===== config.mk =====
export PLATFORM = sky130hd
export DESIGN_NAME = collision_engine
export DESIGN_NICKNAME = d
export VERILOG_FILES = /design/src/rtl/collision_engine.sv
export SDC_FILE = /design/constraint.sdc
export NUM_CORES = 1
export LEC_CHECK = 0
export CORE_MARGIN = 4
export CORE_UTILIZATION = 56
export CTS_BUF_LIST = sky130_fd_sc_hd__clkbuf_4
export CTS_CLUSTER_SIZE = 16
export DETAILED_ROUTE_END_ITERATION = 8
export HOLD_SLACK_MARGIN = 0.1
export PLACE_DENSITY = 0.86
export SYNTH_ARGS = -nofsm -noshare
export SYNTH_HDL_FRONTEND = slang
export SYNTH_SLANG_ARGS = --single-unit

===== constraint.sdc =====
create_clock -name clk -period 4.6 [get_ports clk]
set_input_delay 0.92 -clock clk [delete_from_list [all_inputs] [get_ports clk]]
set_output_delay 0.92 -clock clk [all_outputs]
set_load 0.01 [all_outputs]

===== src/rtl/collision_engine.sv =====
// Purpose : per-frame ball/paddle collision check with hit holdoff, saturating score,
//           and optional wall/miss detection (enabled by macro COLLISION_WALL_EN).
// Latency : frame_tick at edge E -> hit visible in the cycle after edge E+NUM_PADDLES+1.
// Backpressure: none; frame_tick arriving while busy=1 is dropped with no side effect.
//
// Ports:
//   clk, rst               clock, asynchronous active-high reset
//   frame_tick             one-cycle pulse per video frame, starts a check
//   ball_row/ball_col      ball top-left corner (COORD_W each)
//   paddle_row/paddle_col  paddle i in bits [i*COORD_W +: COORD_W]
//   hit, hit_idx           accepted-collision pulse and lowest matching paddle (held)
//   score                  saturating count of accepted hits
//   busy                   high from coordinate latch to end of REPORT
//   wall_hit, miss         wall/miss pulses (constant 0 unless COLLISION_WALL_EN)
module collision_engine #(
  parameter int COORD_W     = 16,
  parameter int NUM_PADDLES = 2,
  parameter int BALL_SIZE   = 8,
  parameter int PAD_W       = 8,
  parameter int PAD_H       = 32,
  parameter int HOLDOFF     = 4,
  parameter int SCORE_W     = 8,
  parameter int SCREEN_W    = 640,
  parameter int SCREEN_H    = 480,
  localparam int IDX_W      = (NUM_PADDLES > 1) ? $clog2(NUM_PADDLES) : 1
) (
  input  logic                           clk,
  input  logic                           rst,
  input  logic                           frame_tick,
  input  logic [COORD_W-1:0]             ball_row,
  input  logic [COORD_W-1:0]             ball_col,
  input  logic [NUM_PADDLES*COORD_W-1:0] paddle_row,
  input  logic [NUM_PADDLES*COORD_W-1:0] paddle_col,
  output logic                           hit,
  output logic [IDX_W-1:0]               hit_idx,
  output logic [SCORE_W-1:0]             score,
  output logic                           busy,
  output logic                           wall_hit,
  output logic                           miss
);

  localparam int SUM_W = COORD_W + 1;
  localparam int HO_W  = (HOLDOFF > 0) ? $clog2(HOLDOFF + 1) : 1;
  localparam logic [IDX_W-1:0] LAST_IDX = IDX_W'(NUM_PADDLES - 1);

  typedef enum logic [1:0] {S_IDLE, S_SCAN, S_REPORT} state_t;

  state_t                         state_q, state_d;
  logic [COORD_W-1:0]             ball_row_q, ball_row_d;
  logic [COORD_W-1:0]             ball_col_q, ball_col_d;
  logic [NUM_PADDLES*COORD_W-1:0] prow_q, prow_d;
  logic [NUM_PADDLES*COORD_W-1:0] pcol_q, pcol_d;
  logic [IDX_W-1:0]               scan_idx_q, scan_idx_d;
  logic                           match_q, match_d;
  logic [IDX_W-1:0]               match_idx_q, match_idx_d;
  logic                           suppress_q, suppress_d;
  logic [HO_W-1:0]                holdoff_q, holdoff_d;
  logic                           hit_q, hit_d;
  logic [IDX_W-1:0]               hit_idx_q, hit_idx_d;
  logic [SCORE_W-1:0]             score_q, score_d;
  logic                           busy_q, busy_d;
  logic                           wall_hit_q, wall_hit_d;
  logic                           miss_q, miss_d;

  // Overlap test for the paddle under the scan index; one extra bit keeps
  // coordinate+size sums from wrapping near the top of the coordinate range.
  logic [COORD_W-1:0] cur_prow, cur_pcol;
  logic [SUM_W-1:0]   b_row_x, b_col_x, p_row_x, p_col_x;
  logic               overlap;

  always_comb begin
    cur_prow = prow_q[int'(scan_idx_q)*COORD_W +: COORD_W];
    cur_pcol = pcol_q[int'(scan_idx_q)*COORD_W +: COORD_W];
    b_row_x  = {1'b0, ball_row_q};
    b_col_x  = {1'b0, ball_col_q};
    p_row_x  = {1'b0, cur_prow};
    p_col_x  = {1'b0, cur_pcol};
    overlap  = (b_col_x < p_col_x + SUM_W'(PAD_W))     &&
               (p_col_x < b_col_x + SUM_W'(BALL_SIZE)) &&
               (b_row_x < p_row_x + SUM_W'(PAD_H))     &&
               (p_row_x < b_row_x + SUM_W'(BALL_SIZE));
  end

`ifdef COLLISION_WALL_EN
  logic wall_edge, side_edge;
  always_comb begin
    wall_edge = (ball_row_q == '0) ||
                (b_row_x + SUM_W'(BALL_SIZE) >= SUM_W'(SCREEN_H));
    side_edge = (ball_col_q == '0) ||
                (b_col_x + SUM_W'(BALL_SIZE) >= SUM_W'(SCREEN_W));
  end
`endif

  always_comb begin
    state_d     = state_q;
    ball_row_d  = ball_row_q;
    ball_col_d  = ball_col_q;
    prow_d      = prow_q;
    pcol_d      = pcol_q;
    scan_idx_d  = scan_idx_q;
    match_d     = match_q;
    match_idx_d = match_idx_q;
    suppress_d  = suppress_q;
    holdoff_d   = holdoff_q;
    hit_d       = 1'b0;
    hit_idx_d   = hit_idx_q;
    score_d     = score_q;
    wall_hit_d  = 1'b0;
    miss_d      = 1'b0;

    case (state_q)
      S_IDLE: begin
        if (frame_tick) begin
          ball_row_d = ball_row;
          ball_col_d = ball_col;
          prow_d     = paddle_row;
          pcol_d     = paddle_col;
          match_d    = 1'b0;
          scan_idx_d = '0;
          // The gate for this frame is taken from the counter before it is
          // decremented, so exactly HOLDOFF frames after a hit are suppressed.
          suppress_d = (holdoff_q != '0);
          if (holdoff_q != '0) holdoff_d = holdoff_q - 1'b1;
          state_d    = S_SCAN;
        end
      end
      S_SCAN: begin
        if (overlap && !match_q) begin
          match_d     = 1'b1;
          match_idx_d = scan_idx_q;
        end
        if (scan_idx_q == LAST_IDX) state_d = S_REPORT;
        else                        scan_idx_d = scan_idx_q + 1'b1;
      end
      S_REPORT: begin
        if (match_q && !suppress_q) begin
          hit_d     = 1'b1;
          hit_idx_d = match_idx_q;
          score_d   = (score_q == '1) ? score_q : score_q + 1'b1;
          holdoff_d = HO_W'(HOLDOFF);
        end
`ifdef COLLISION_WALL_EN
        wall_hit_d = wall_edge;
        miss_d     = side_edge && !match_q;
        if (side_edge && !match_q) score_d = '0;
`endif
        state_d = S_IDLE;
      end
      default: state_d = S_IDLE;
    endcase

    busy_d = (state_d != S_IDLE);
  end

  always_ff @(posedge clk or posedge rst) begin
    if (rst) begin
      state_q     <= S_IDLE;
      ball_row_q  <= '0;
      ball_col_q  <= '0;
      prow_q      <= '0;
      pcol_q      <= '0;
      scan_idx_q  <= '0;
      match_q     <= 1'b0;
      match_idx_q <= '0;
      suppress_q  <= 1'b0;
      holdoff_q   <= '0;
      hit_q       <= 1'b0;
      hit_idx_q   <= '0;
      score_q     <= '0;
      busy_q      <= 1'b0;
      wall_hit_q  <= 1'b0;
      miss_q      <= 1'b0;
    end else begin
      state_q     <= state_d;
      ball_row_q  <= ball_row_d;
      ball_col_q  <= ball_col_d;
      prow_q      <= prow_d;
      pcol_q      <= pcol_d;
      scan_idx_q  <= scan_idx_d;
      match_q     <= match_d;
      match_idx_q <= match_idx_d;
      suppress_q  <= suppress_d;
      holdoff_q   <= holdoff_d;
      hit_q       <= hit_d;
      hit_idx_q   <= hit_idx_d;
      score_q     <= score_d;
      busy_q      <= busy_d;
      wall_hit_q  <= wall_hit_d;
      miss_q      <= miss_d;
    end
  end

  assign hit      = hit_q;
  assign hit_idx  = hit_idx_q;
  assign score    = score_q;
  assign busy     = busy_q;
  assign wall_hit = wall_hit_q;
  assign miss     = miss_q;

endmodule


# Yosys cells after proc, flatten, opt, wreduce, memory -nomap -nowiden
# Index checks and enable logic that the tools add are counted.
[classes] n_shift=2 n_eq_ne=7 n_mux=14 add_sub_neg=7 reduce_logical=19 magnitude_cmp=4 n_bitwise=1
[ops] operator="$lt 16x17->1" n=4
[ops] operator="$shiftx 32x6->16" n=2
[ops] operator="$add 16x4->17 const B" n=3
[ops] operator="$add 16x6->17 const B" n=1
[ops] operator="$mux 3" n=3
[ops] operator="$add 8x1->8 const B" n=1
[ops] operator="$eq 8x8->1 const B" n=1
[ops] operator="$ne 2x2->1 const B" n=4
[ops] operator="$reduce_and 2->1" n=4
[ops] operator="$pmux 3 s2" n=1
[ops] operator="$reduce_and 3->1" n=2
[ops] operator="$reduce_bool 2->1" n=3
[ops] operator="$logic_and 1x1->1" n=5
[ops] operator="$mux 1" n=5
[ops] operator="$mux 2" n=2
[ops] operator="$pmux 1 s2" n=2
[ops] operator="$pmux 2 s2" n=1
[ops] operator="$reduce_and 4->1" n=1
[ops] operator="$reduce_bool 3->1" n=1
[ops] operator="$sub 3x1->3 const B" n=1
[ops] operator="$eq 2x1->1 const B" n=1
[ops] operator="$eq 2x2->1 const B" n=1
[ops] operator="$logic_not 1->1" n=2
[ops] operator="$logic_not 2->1" n=1
[ops] operator="other kinds (2)" n=2
[totals] out_inout_bits=13 ff_bits=116 inputBits=99 word_cells=68

# Depth between registers and ports, before layout
# Gate-level depths: netlist of the first run.
[logic_depth] depth_word=9 ltp_mapped=17 ltp_nobuf=14

# Worst setup path before layout of the first run
# No wires, ideal clock.
[synth_timing] path_kind="reg-to-reg" startpoint="register scan_idx_q" endpoint="register match_idx_q" t_arrival_ns=3.465 setup_ns=0.128 required_ns=4.472 path_buffers=4 slack_ns=1.008 path_stages_with_launch=17 period_less_slack_ns=3.592 path_cell_list="dfrtp_1 buf_6 buf_2 buf_1 buf_2 mux2_2 ha_1 nand3_1 nor2b_1 o21bai_1 ha_1 nand4_1 a2111oi_0 or3_1 a21oi_1 nand4_1 mux2_1"
[synth_between] elab_chain_cells=8 elab_cells_between_ends=13 cone_classes="add/sub: 2; order compare: 4; shift: 2; reduce/logical: 5"
[synth_lines] element="start, declared" line_no="53" rtl="logic [IDX_W-1:0] scan_idx_q, scan_idx_d;"
[synth_lines] element="start signal, assigned" line_no="179" rtl="scan_idx_q <= scan_idx_d;"
[synth_lines] element="$shiftx 32x6->16" line_no="73" rtl="cur_pcol = pcol_q[int'(scan_idx_q)*COORD_W +: COORD_W];"
[synth_lines] element="$add 16x4->17" line_no="78" rtl="overlap = (b_col_x < p_col_x + SUM_W'(PAD_W)) &&"
[synth_lines] element="$lt 16x17->1" line_no="78"
[synth_lines] element="$logic_and 1x1->1" line_no="78"
[synth_lines] element="$logic_and 1x1->1" line_no="79" rtl="(p_col_x < b_col_x + SUM_W'(BALL_SIZE)) &&"
[synth_lines] element="$logic_and 1x1->1" line_no="80" rtl="(b_row_x < p_row_x + SUM_W'(PAD_H)) &&"
[synth_lines] element="$logic_and 1x1->1" line_no="128" rtl="if (overlap && !match_q) begin"
[synth_lines] element="$reduce_and 2->1 (no line)"
[synth_lines] element="end signal, assigned" line_no="181" rtl="match_idx_q <= match_idx_d;"
[synth_lines] element="end, declared" line_no="55" rtl="logic [IDX_W-1:0] match_idx_q, match_idx_d;"
# Parallel ways exist; a longest one is shown, timed or not.
# A chain may end at the register's enable or synchronous reset.

# Final worst setup path of the first run
# Ends and elaborated chain as after synthesis.

==> implementation parameters, run 1 <==
Parameter                              Value

Hold path
  Hold path start    prow_q[30]
  WHS Path Cells    2
  Worst Hold Endpoint    prow_q[30]
  Worst hold path type    reg2reg

Logic synthesis
  Post-synth top cells    sky130_fd_sc_hd__nand2_1 (337), sky130_fd_sc_hd__dfrtp_1 (116), sky130_fd_sc_hd__ha_1 (66)
  Fraction of the mapped netlist area in adder cells    0.117
  Sequential share of the synthesized area    0.412
  Number of storage elements in the synthesis netlist    116
  Average cell area after synthesis    8.47 um^2
  Cell with the most instances after synthesis    sky130_fd_sc_hd__nand2_1
  Portion of netlist area occupied by mux cells    0.0472
  Top area cells in the synthesized netlist    sky130_fd_sc_hd__dfrtp_1 (41%), sky130_fd_sc_hd__nand2_1 (18%), sky130_fd_sc_hd__ha_1 (12%)
  Area share of xor/xnor cells in the synthesized design    0.0571
  Primary FF master, synth    sky130_fd_sc_hd__dfrtp_1
  Async SR Flop Fraction    1.00
  Gate Count Post-Synth    832
  Post-synth EDFFs    0
  Yosys top cell area share    0.412
  Yosys warning count    0
  Synth Cell Area    0.00705 mm^2
  Largest area contributor in the synthesized netlist    sky130_fd_sc_hd__dfrtp_1
  Dominant combinational cell family by area after synthesis    simple AND/OR/NAND/NOR gates
  Distinct cell type count of the synthesized netlist    52
  Simple-gate share of the synthesized area    0.257
  Synthesized-area fraction occupied by ao, oa, aoi and oai cells    0.0751

Timing
  Final worst path period need    about 3.6 ns
  Setup clock skew after layout    0.0136 ns
  Final hold violation count    0
  Final max-slew violation count    0
  Worst relative slew slack    0.370
  Peak Freq    274 MHz
  Share of the clock period used by the worst path after layout    0.793
  Actual transition at the worst max-transition pin    0.946 ns
  Accumulated negative setup slack    0 ns
  RSZ-0062 raised after global routing    no
  Final count of negative-setup-slack endpoints    0

Setup path
  Required time reported for the critical path endpoint    5.04 ns
  Cells traversed along the worst timing path    mux2_2, ha_1, nand3_1, nor2b_1, o21bai_1, ha_1, nand4_1, a2111oi_0, or3_1, a21oi_1, nand4_1, mux2_1
  Slowest CP cell    sky130_fd_sc_hd__dfrtp_2
  Arr. time, crit path    4.09 ns
  Critical register-to-register path endpoint    match_idx_q
  Total buffers and inverters traversed by the critical path    0
  Highest net fanout along the worst path    42
  CP delay by family, top    flip-flops
  Worst reg2reg path startpoint    scan_idx_q
  Setup slack on the worst flop-to-flop path    0.95 ns
  Type of origin of the critical path    register
  Depth of the worst register-to-register path    12
  Largest stage delay on the critical path    about 0.96 ns
  Setup crit end kind    register
  Critical Setup Path Class    reg2reg

Die
  Top-Level Pins    112
  Die Area    0.0144 mm^2
  Cell Rows    40
  Chip height    120 um
  Area inside the core boundary    0.0122 mm^2
  Starting Density    0.580
  Width of the die    120 um

Routing
  Number of violations reported at the end of detailed-routing iteration 0    ~370
  Post-detailed-route wirelength per cell    14.0 um
  Count of TritonRoute iterations in the first routing pass    7
  Topmost layer with routed signal wires    met4
  DR vias/cell    5.23
  Metal3 WL    911 um
  Via Count    5852
  Met2 wire len    approximately 7300 um
  Total Routed Length    15700 um
  Antenna-violating nets left    0
  Routed length on met1    7260 um
  Remaining routing DRC violations    0

Clock tree
  Insertion delay of the later-clocked pin in the worst-skew pair    0.54 ns
  H-tree Lvls    4
  Number of gates resized after cts    0
  Worst-path clk slew    0.11 ns
  Clock tree from TritonCTS    built
  Clock net sink count    around 120
  Number of buffers inserted during clock tree synthesis    17
  Cts-stage hold buffer count    0
  Buffer levels on the longest clock path    2
  Library cell used as clock root buffer    sky130_fd_sc_hd__clkbuf_4
  Post-CTS setup repair buffer count    0

Placed design
  Number of input and output port buffers inserted    109
  DPL Wire Length    roughly 12000 um
  Gp weighted congestion    around 0.91
  Inst Count DP    1085
  Post-detailed-placement cell area    a little over 0.008 mm^2

Finish
  Area taken by flip-flops and latches    approximately 0.0029 mm^2
  Layout cell share with drive strength beyond 1    0.0706
  Post-Layout Cell Count    1118
  Number of nets in the layout    1101
  Non-Filler Cell Area, Final    0.00856 mm^2
  Area taken by multi-input logic gates    0.00392 mm^2
  Post-synthesis to final-layout area growth    21.4%
  Fillcell total    between 900 and 1k

Global routing
  Number of global-route vias before repair    between 5k and 6k
  Total grt overflow    0
  Largest net degree at the start of global routing    82
  Wire length of the first global-routing pass    27100 um
  Global-route usage over all layers    0.230
  Antenna violations before repair    1

Outcome
  Result of the run    complete, no violations

Power and ir drop
  P_leak    4.27 nW
  Pwr Density    667 mW/mm^2
  Worst ir drop on vdd    0.348 mV

Run
  Max-capacitance violation count    0
==> stage by stage <==
stage | util | total power, mW | setup WS (ns) | hold WS, ns
final | 0.704 | 5.71 | 0.953 | 0.480
after global placement | 0.681 | 4.88 | 1.07 | 0.451
after global routing | 0.704 | 6.35 | 0.716 | 0.514
after detailed placement | 0.681 | 4.98 | 0.980 | 0.457
after CTS | 0.704 | 5.74 | 0.969 | 0.483
after floorplan | - | 4.19 | 0.608 | 0.430
==> state kept, by name, indices dropped and copies added (netlist names) <==
register     count
pcol_q          32
match_q          1
score            8
scan_idx_q       1
busy             1
hit_idx          1
ball_row_q      16
ball_col_q      16
match_idx_q      1
suppress_q       1
hit              1
state_q          2
prow_q          32
holdoff_q        3
==> cell usage in the layout (no fill, tap or decap), drive strengths merged, types with 2 or more instances in the layout <==
master / instances
a2111oi: 3
a211oi: 3
a21o: 8
a21oi: 30
a31oi: 3
and2: 3
and3: 8
and4: 5
buf: 5
bufinv: 2
clkbuf: 19
clkdlybuf4s50: 109
clkinv: 6
clkinvlp: 4
conb: 2
dfrtp: 116
ha: 66
inv: 26
mux2: 18
mux2i: 13
nand2: 338
nand2b: 4
nand3: 23
nand3b: 2
nand4: 12
nor2: 26
nor2b: 4
o211ai: 3
o21ai: 20
o21bai: 3
o22ai: 3
or2: 4
xnor2: 18
xor2: 28
==> metal layers <==
layer	up-vias	track usage
li1	2959	-
met2	151	0.372
met5	-	0
met1	2726	0.307
met3	16	0.0622
met4	0	0.0659
==> worst reg2reg max path, stage by stage, from the launching register on <==
cell	delay, ns
sky130_fd_sc_hd__dfrtp_2	0.96
sky130_fd_sc_hd__mux2_2	0.45
sky130_fd_sc_hd__ha_1	0.22
sky130_fd_sc_hd__nand3_1	0.16
sky130_fd_sc_hd__nor2b_1	0.09
sky130_fd_sc_hd__o21bai_1	0.17
sky130_fd_sc_hd__ha_1	0.30
sky130_fd_sc_hd__nand4_1	0.12
sky130_fd_sc_hd__a2111oi_0	0.06
sky130_fd_sc_hd__or3_1	0.35
sky130_fd_sc_hd__a21oi_1	0.19
sky130_fd_sc_hd__nand4_1	0.15
sky130_fd_sc_hd__mux2_1	0.33
==> cell type report <==
type,instances,share of cell area
tap,168,0.0246
clock inverter,13,0.0158
clock buffer,19,0.0167
antenna,1,0.000292
sequential,116,0.339
inverter,25,0.0113
timing repair buffer,114,0.135
multi-input combinational,662,0.458
==> where the power goes <==
| group | switching (mW) | internal, mW |
|---|---|---|
| sequential | 0.525 | 1.48 |
| combinational | 1.62 | 1.35 |
| clock | 0.406 | 0.331 |
| total | 2.55 | 3.16 |
==> kinds of logic after synthesis <==
logic type,Yosys count
AO/OA/AOI/OAI,84
other,1
adder cells (fa/ha/maj),66
multiplexers,31
buffers and inverters,55
AND/OR/NAND/NOR,433
flip-flops,116
XOR/XNOR,46
==> worst max path at each step <==
stage	start	endpoint	slack [ns]	depth (start not counted)
6_report	scan_idx_q	match_idx_q	0.95	12
5_1_grt	scan_idx_q	match_idx_q	0.72	13
4_1_cts	scan_idx_q	match_idx_q	0.97	12
3_5_place_dp	scan_idx_q	match_idx_q	0.98	12
3_3_place_gp	scan_idx_q	match_idx_q	1.07	12
2_1_floorplan	rst	ball_col_q[0]	0.61	1
(Power assumes the default switching activity.)
==> run 2: changes to the inputs <==
--- a/config.mk
+++ b/config.mk
@@ -6,12 +6,12 @@
 export NUM_CORES = 1
 export LEC_CHECK = 0
 export CORE_MARGIN = 4
-export CORE_UTILIZATION = 56
+export CORE_UTILIZATION = 51
 export CTS_BUF_LIST = sky130_fd_sc_hd__clkbuf_4
 export CTS_CLUSTER_SIZE = 16
 export DETAILED_ROUTE_END_ITERATION = 8
 export HOLD_SLACK_MARGIN = 0.1
-export PLACE_DENSITY = 0.86
+export PLACE_DENSITY = 0.83
 export SYNTH_ARGS = -nofsm -noshare
 export SYNTH_HDL_FRONTEND = slang
 export SYNTH_SLANG_ARGS = --single-unit
==> constraint.sdc (replaced) <==
create_clock -name clk -period 3.1 [get_ports clk]
set_input_delay 0.62 -clock clk [delete_from_list [all_inputs] [get_ports clk]]
set_output_delay 0.62 -clock clk [all_outputs]
set_load 0.01 [all_outputs]
==> run 2 against run 1 <==
Clock skew fell by 0.0019 ns. Final cell count rose by 3.5%. Critical path depth down 1. Wire length grew 8.3%. Sequential share of layout area is 1.2 points lower. Power rose by 56%. Non-clock buffer count increased by 31. Count of clock-buffer cells in the layout unchanged. Clock power grew 42%. Sequential cell count did not move. Final area grew 3.7%. Critical endpoint unchanged. Global-route usage fell by 1.1 points. The run now ends with setup timing left.
==> implementation parameters, run 2 (synthesis results as in run 1) <==
Parameter                              Value

Outcome
  Result of the run    complete, but fails checks
  Failing checks    setup timing

Power and ir drop
  P_leak    around 4.4 nW
  Final total power    8.94 mW
  Pwr Density    1010 mW/mm^2
  Worst ir drop on vdd    about 0.46 mV

Finish
  Post-synthesis to final-layout area growth    25.9%
  Registers with the most flip-flops    pcol_q (32), prow_q (32)
  Number of nets in the layout    1132
  Final core area utilization    0.662
  Most frequent cells in the layout    sky130_fd_sc_hd__nand2_1 (337), sky130_fd_sc_hd__dfrtp_1 (115), sky130_fd_sc_hd__clkdlybuf4s50_1 (109), sky130_fd_sc_hd__ha_1 (65), sky130_fd_sc_hd__buf_4 (32)
  Non-Filler Cell Area, Final    0.00888 mm^2
  Layout cell share with drive strength beyond 1    0.106
  Leading cell type in the layout, fill and taps excluded    sky130_fd_sc_hd__nand2_1

Routing
  Total Routed Length    16900 um
  Count of TritonRoute iterations in the first routing pass    5
  Antenna-violating nets left    0
  DR vias/cell    5.21
  Via Count    roughly 6.0k
  Number of violations reported at the end of detailed-routing iteration 0    352
  Remaining routing DRC violations    0
  Post-detailed-route wirelength per cell    14.6 um

Timing
  Peak Freq    320 MHz
  Final WS setup    -0.0208 ns
  Final count of negative-setup-slack endpoints    1
  Tightest hold margin    0.374 ns
  Final hold violation count    0
  Final worst path period need    3.12 ns
  Share of the clock period used by the worst path after layout    1.01
  Setup clock skew after layout    ~0.012 ns
  Actual transition at the worst max-transition pin    0.926 ns
  Final max-slew violation count    0
  Worst relative slew slack    0.383
  RSZ-0062 raised after global routing    yes

Clock tree
  Insertion delay of the later-clocked pin in the worst-skew pair    0.54 ns
  Buffer levels on the longest clock path    2
  Worst-path clk slew    0.11 ns
  Library cell used as clock root buffer    sky130_fd_sc_hd__clkbuf_4
  H-tree Lvls    4
  Clock tree from TritonCTS    built
  Number of buffers inserted during clock tree synthesis    17
  Clock net sink count    ~120

Setup path
  Critical Setup Path Class    reg2reg
  Launching instance or port of the critical path    scan_idx_q
  Required time reported for the critical path endpoint    3.53 ns
  Highest net fanout along the worst path    4
  Critical register-to-register path endpoint    match_idx_q
  Setup slack on the worst flop-to-flop path    -0.02 ns
  Setup crit end kind    register
  Type of origin of the critical path    register
  Depth of the worst register-to-register path    11
  Worst reg2reg path startpoint    scan_idx_q
  Arr. time, crit path    3.55 ns

Die
  Die Area    0.0158 mm^2
  Starting Density    0.526
  Area inside the core boundary    around 0.013 mm^2
  Top-Level Pins    112
  Width of the die    126 um
  Cell Rows    42
  Chip height    126 um

Global routing
  Largest net degree at the start of global routing    between 90 and 100
  Number of global-route vias before repair    approximately 6.0k
  Antenna violations before repair    1
  Total grt overflow    0
  Wire length of the first global-routing pass    28300 um
  Global-route usage over all layers    0.220

Placed design
  DPL Wire Length    roughly 13000 um
  Number of input and output port buffers inserted    109
  Gp weighted congestion    around 0.9
  Post-detailed-placement cell area    0.00847 mm^2

Run
  Max-capacitance violation count    0

Hold path
  Worst hold path type    in2async
## run 2: cell count changes in the layout (fill, tap and decap cells not counted), moves of 3 or more
cell	change
sky130_fd_sc_hd__o21ai_0	-3
sky130_fd_sc_hd__clkinv_1	+4
sky130_fd_sc_hd__o21ai_1	+3
sky130_fd_sc_hd__buf_4	+29
## run 2: worst max path at each step
stage             endpoint  slack, ns  cells after the start
6_report       match_idx_q      -0.02                     11
5_1_grt        match_idx_q      -0.17                     13
4_1_cts        match_idx_q      0.003                     13
3_5_place_dp   match_idx_q      -0.05                     11
3_3_place_gp   match_idx_q       0.03                     11
2_1_floorplan  match_idx_q      0.007                     16
## run 2: final cells by class
class                      count  area (um^2)
sequential                   116         2900
fill                        1085         4520
clock inverter                13          116
multi-input combinational    662         3990
clock buffer                  19          143
tap                          176          220
timing repair buffer         145         1410
antenna                        1         2.50
inverter                      25         97.6
## run 2: layer usage
layer  GRT usage  vias up  routed length [um]
met5           0        -                   0
met4      0.0702        0                 289
met3      0.0550       28                 821
met2       0.356      155                8140
met1       0.290     2827                7690
li1            -     3022                   -
## run 2: power by group
group          leakage, nW  internal, mW  total [mW]  switching, mW
Sequential            1.44          2.20        2.86          0.668
Combinational         2.86          2.33        5.03           2.71
Clock                0.136         0.477        1.05          0.569
Total                 4.44          5.00        8.94           3.94
## run 2: critical path, cell delays in order, from the launching register on
cell and delay (ns):
sky130_fd_sc_hd__dfrtp_2 0.44, sky130_fd_sc_hd__buf_12 0.13, sky130_fd_sc_hd__mux2_2 0.37, sky130_fd_sc_hd__and3_4 0.20, sky130_fd_sc_hd__or2_2 0.30, sky130_fd_sc_hd__ha_1 0.31
sky130_fd_sc_hd__a21oi_1 0.16, sky130_fd_sc_hd__a21oi_1 0.08, sky130_fd_sc_hd__or3_4 0.39, sky130_fd_sc_hd__a21oi_2 0.15, sky130_fd_sc_hd__nand4_1 0.15, sky130_fd_sc_hd__mux2_4 0.32
## run 2: stage by stage
stage,setup TNS [ns],setup slack [ns],cells
2_1_floorplan,0,0.00662,833
3_3_place_gp,0,0.0282,1114
3_5_place_dp,-0.0538,-0.0538,1114
4_1_cts,0,0.00341,1151
5_1_grt,-0.174,-0.174,1157
6_report,-0.0208,-0.0208,1157
## run 2: timing repair
item,4_1_cts,5_1_grt
endpoints found under the setup margin,1,1
buffers inserted,5,5
resized for setup,3,13
hold buffers,0,0
pin swaps,3,10
endpoints found under the hold margin,0,0
